==> config.mk <==
export PLATFORM = sky130hd
export DESIGN_NAME = upcounter_ctrl
export DESIGN_NICKNAME = d
export VERILOG_FILES = /design/src/rtl/upcounter_ctrl.sv
export SDC_FILE = /design/constraint.sdc
export NUM_CORES = 1
export LEC_CHECK = 0
export BUFFER_PORTS_ARGS = -buffer_cell sky130_fd_sc_hd__buf_2
export CAP_MARGIN = 25
export CORE_ASPECT_RATIO = 1.1
export CORE_MARGIN = 1
export CORE_UTILIZATION = 42
export DETAILED_ROUTE_END_ITERATION = 10
export MAX_ROUTING_LAYER = met4
export PLACE_DENSITY = 0.58
export RECOVER_POWER = 50
export SLEW_MARGIN = 20
export SYNTH_ARGS = -nofsm -noshare
export SYNTH_HDL_FRONTEND = slang
export SYNTH_SLANG_ARGS = --single-unit
==> constraint.sdc <==
create_clock -name clk -period 3.15 [get_ports clk]
set_clock_uncertainty 0.1 [all_clocks]
set_input_delay 0.315 -clock clk [delete_from_list [all_inputs] [get_ports clk]]
set_output_delay 0.315 -clock clk [all_outputs]
set_load 0.01 [all_outputs]
==> src/rtl/upcounter_ctrl.sv <==
// Decimal up-counter with STOP/RUN/CLEAR control, a run-status LED and
// coalescing publication of count/run changes to an SPI master via start/busy.
module upcounter_ctrl #(
    parameter int TICK_DIV  = 10_000_000,
    parameter int MAX_COUNT = 9999,
    parameter int CNT_W     = 14
) (
    input  logic             clk,
    input  logic             reset,
    input  logic             i_run_stop,
    input  logic             i_clear,
    input  logic             i_busy,
    output logic             o_start,
    output logic [15:0]      o_data,
    output logic [CNT_W-1:0] o_count,
    output logic             o_run
);

    localparam int DIV_W = (TICK_DIV > 1) ? $clog2(TICK_DIV) : 1;

    localparam logic [DIV_W-1:0] DIV_ZERO   = {DIV_W{1'b0}};
    localparam logic [DIV_W-1:0] DIV_ONE    = DIV_W'(1);
    localparam logic [DIV_W-1:0] DIV_LAST   = DIV_W'(TICK_DIV - 1);
    localparam logic [CNT_W-1:0] COUNT_ZERO = {CNT_W{1'b0}};
    localparam logic [CNT_W-1:0] COUNT_ONE  = CNT_W'(1);
    localparam logic [CNT_W-1:0] COUNT_LAST = CNT_W'(MAX_COUNT);

    typedef enum logic [1:0] {
        ST_STOP  = 2'd0,
        ST_RUN   = 2'd1,
        ST_CLEAR = 2'd2
    } state_t;

    state_t           state_r;
    state_t           state_s;
    logic [DIV_W-1:0] div_r;
    logic [DIV_W-1:0] div_s;
    logic [CNT_W-1:0] count_s;
    logic             run_s;
    logic             changed_s;
    logic             fire_s;
    logic             pending_r;

    // Frame layout seen by the SPI master: run flag, a spare zero bit, then the count.
    function automatic logic [15:0] pack_frame(input logic run, input logic [CNT_W-1:0] count);
        logic [13:0] count_ext;
        count_ext = 14'(count);
        return {run, 1'b0, count_ext};
    endfunction

    // Next state, divider and count from the current state and button pulses.
    always_comb begin
        state_s = state_r;
        div_s   = div_r;
        count_s = o_count;
        case (state_r)
            ST_STOP: begin
                if (i_clear) begin
                    state_s = ST_CLEAR;
                    div_s   = DIV_ZERO;
                    count_s = COUNT_ZERO;
                end else if (i_run_stop) begin
                    state_s = ST_RUN;
                end else begin
                    state_s = ST_STOP;
                end
            end
            ST_RUN: begin
                // The tick still lands when run_stop arrives on the same cycle.
                if (div_r == DIV_LAST) begin
                    div_s = DIV_ZERO;
                    if (o_count == COUNT_LAST) begin
                        count_s = COUNT_ZERO;
                    end else begin
                        count_s = o_count + COUNT_ONE;
                    end
                end else begin
                    div_s   = div_r + DIV_ONE;
                    count_s = o_count;
                end
                if (i_run_stop) begin
                    state_s = ST_STOP;
                end else begin
                    state_s = ST_RUN;
                end
            end
            ST_CLEAR: begin
                state_s = ST_STOP;
            end
            default: begin
                state_s = ST_STOP;
                div_s   = DIV_ZERO;
                count_s = COUNT_ZERO;
            end
        endcase
    end

    // Change detection and the publish condition for the handshake.
    always_comb begin
        run_s     = (state_s == ST_RUN);
        changed_s = (count_s != o_count) || (run_s != o_run);
        fire_s    = pending_r && !i_busy && !o_start;
    end

    // State, counter, LED and handshake registers.
    always_ff @(posedge clk) begin
        if (reset) begin
            state_r   <= ST_STOP;
            div_r     <= DIV_ZERO;
            o_count   <= COUNT_ZERO;
            o_run     <= 1'b0;
            o_start   <= 1'b0;
            o_data    <= 16'h0000;
            pending_r <= 1'b1;
        end else begin
            state_r <= state_s;
            div_r   <= div_s;
            o_count <= count_s;
            o_run   <= run_s;
            o_start <= fire_s;
            // A change registered on the publish edge keeps pending for a later frame.
            if (fire_s) begin
                o_data    <= pack_frame(o_run, o_count);
                pending_r <= changed_s;
            end else begin
                o_data    <= o_data;
                pending_r <= pending_r || changed_s;
            end
        end
    end

endmodule

==> flow_summary.yaml <==
route:
  drt-wirelength-per-cell_um: 15.60
  vias_per_cell: 5.943
  first_pass_iters: 8
  first_iter_violations: 254
  vias: 3031
  wl_mm: 7.955
  ant_nets: 0
  drc: 14
clock_tree:
  cts_root_buf: "clkbuf_8"
  clock-sinks: 58
  cts_tree: "built"
  clk_pin_slew_worst_paths_ns: 0.07
  cts_max_path_buffers: 2
  post_cts.repair.setup_buffers: 0
  cts_buffers: 9
  htreeDepth: 3
  cts_resized: 0
  cts_hold_buf: 0
  insertion_delay_ns: 0.34
pwr:
  irDropWorstVdd_uv: 190.7
  p_leak_uw: 0.001105
  power_density_nw_per_um2: 474.6
  total_power_uw: 1630
run_status:
  status: "finished with violations"
  violations: "DRC"
setup_path:
  crit_path_start_kind: "register"
  crit_fanout: 11
  cp_slowest_stage_delay_ns: 0.61
  cp_cell_sequence: "or4_4 > nor4_4 > or2b_4 > a211oi_1 > a2111oi_2 > nand4_1"
  critPathArrivalTime_ns: 2.56
  required_ns: 3.26
  cp_top_family: "simple AND/OR/NAND/NOR gates"
  path_buf_inv: 0
  worst_setup_path_end_kind: "register"
  crit_type: "reg -> reg"
  cp_slowest_cell: "or4_4"
  r2r_cells: 6
  cp_num_cells: 6
global_routing:
  grt_first_pass_wirelength_mm: 13.03
  globalRouteMet3Util_pct: 5.971
  antenna_found_initial: 0
  grt_usage_pct: 21.60
  grt_max_degree: 32
  top_usage_layer: "met2"
  use_met2_pct: 35.18
  gr-total-overflow: 0
  grt_pass1_vias: 2660
  grtUsageMet1_pct: 25.83
yosys:
  syn_inst: 399
  ys_warn_count: 0
  synthFlopType: "dfxtp_1"
  avgSynthCellArea_um2: 7.824
  synth.area.top_cells: "dfxtp_1 37%, a21oi_1 8.0%, nand2_1 7.0%"
  syn-cell-area_um2: 3122
  synth_edf_count: 0
  ys_types: 58
  yosysSeqAreaShare_pct: 37.19
  synth_seq_cells: 58
  yosys.area.top_type: "dfxtp_1"
  syn_nets: 406
  synth.top_cell.area_share_pct: 37.19
  async_reset_ff_share_pct: 0
finish:
  area_growth_pct: 10.02
  final_nets: 427
  drive_gt1_share_pct: 9.647
  antenna_cells: 0
  post-route-util_pct: 48.46
floorplan:
  core_area_um2: 7087
  dieHeight_um: 92.42
  start_util_pct: 44.05
  die-area_um2: 7782
  ios: 37
  rows: 32
  die_width_um: 84.20
sta:
  finalHoldViolations: 0
  max_freq_ghz: 0.4089
  rsz0062_at_grt: "no"
  worst_pin_slew_ns: 1.456
  setup_violations: 0
  min_period_over_period_pct: 77.65
  period_minus_slack_ns: 2.446
  finalMaxSlewViolations: 0
  fin_ws_ns: 0.7041
  max-slew-margin-rel_pct: 2.910
  tns_ns: 0
min_path:
  hp-class: "in -> reg"
  hold_depth: 3
flow_run:
  maxCapViolCount: 0
placed_design:
  port_buffers: 35
  routabilityCongestion: 0.8964
  dp_hpwl_mm: 5.438
  post-place-ws_ns: 0.7370
## per-layer routing
layer  routed length [um]  part of all wire (%)  vias up
met5                    0                     0        -
met4                  140                   1.8        0
met3                  339                   4.3       12
met2                 3765                    47       73
met1                 3710                    47     1434
li1                     -                     -     1512
## tightest hold or removal path, cell delays in order
cell	delay, ns
buf_2	0.12
nand2_1	0.07
nor3_1	0.04
## cell usage after synthesis (2+ instances only)
| master | number |
|---|---|
| nor2b_1 | 2 |
| buf_4 | 2 |
| clkbuf_8 | 4 |
| a31oi_1 | 10 |
| or3_1 | 5 |
| nand4b_1 | 4 |
| nor3_1 | 15 |
| a211oi_1 | 6 |
| nand4_1 | 11 |
| buf_6 | 3 |
| a41oi_1 | 2 |
| nor2_1 | 32 |
| a311oi_1 | 7 |
| inv_1 | 2 |
| ha_1 | 2 |
| a21oi_1 | 50 |
| nand3_1 | 12 |
| clkbuf_1 | 19 |
| or4_1 | 2 |
| o21ai_0 | 26 |
| a221oi_1 | 2 |
| and4_1 | 5 |
| and3_1 | 7 |
| a22oi_1 | 2 |
| nand2_1 | 58 |
| a21o_1 | 4 |
| dfxtp_1 | 58 |
| nor4b_1 | 3 |
| mux2i_1 | 2 |
| nor3b_1 | 2 |
| and2_1 | 7 |
| nor4_1 | 7 |
## sequential cells by signal, indices dropped and copies added (netlist names)
| name | flops |
|---|---|
| o_count | 14 |
| div_r | 24 |
| o_start | 1 |
| o_run | 1 |
| state_r | 2 |
| pending_r | 1 |
| o_data | 15 |
## path summary, 6_finish.rpt
check	from	to	slack, ns
worst max-delay path	o_count[4]$_SDFF_PP0_	pending_r$_SDFF_PP1_	0.70
worst min register to register	o_data[10]$_SDFFE_PP0P_	o_data[10]$_SDFFE_PP0P_	0.35
worst min-delay path	i_clear	state_r[1]$_SDFF_PP0_	0.15
worst max register to register	o_count[4]$_SDFF_PP0_	pending_r$_SDFF_PP1_	0.70
## stage by stage
step / hold WS (ns) / cell area [um^2] / cells
finish: 0.1471 / 3435 / 510
global route: 0.1559 / 3435 / 510
CTS: 0.1434 / 3473 / 510
detailed placement: 0.3435 / 3254 / 494
global placement: 0.3380 / 3254 / 494
floorplan: 0.3546 / 3122 / 399
## cell type report
cell class | instances | area, um^2
clock buffers | 11 | 141.4
repair buffers | 40 | 173.9
fillers | 741 | 3652
flip-flops and latches | 58 | 1161
well taps | 85 | 106.4
multi-input cells | 309 | 1767
clock inverters | 5 | 77.57
inverters | 2 | 7.507
## kinds of logic (layout without fill, tap and decap cells)
logic type | count (synthesis) | after routing | share of synthesized area, %
XOR/XNOR | 1 | 1 | 0.2806
multiplexers | 2 | 2 | 0.6413
AND/OR/NAND/NOR | 185 | 185 | 31.26
adder cells (fa/ha/maj) | 2 | 2 | 0.8015
flip-flops | 58 | 58 | 37.19
AO/OA/AOI/OAI | 118 | 118 | 23.37
other | 1 | 1 | 0.1201
buffers and inverters | 32 | 58 | 6.332
## report_power, final
part	internal (uW)	switching, uW
Sequential	739	5.52
Clock	464	304
Combinational	33.9	84.2
Total	1240	393
## layout by cell type, fill, tap and decap left out, drive strengths merged, types with 3 or more instances in the layout
cell type  count
or4            3
and3           7
a21oi         50
a31oi         10
a311oi         7
nand3         12
nor3          16
or3            5
nand4         11
o21ai         27
buf           13
nor2          32
dfxtp         58
a211oi         6
nand2         58
nor4           8
clkbuf        38
and2           8
a21o           5
and4           5
nor4b          3
nand4b         4
Power figures use the tool's default switching activity.
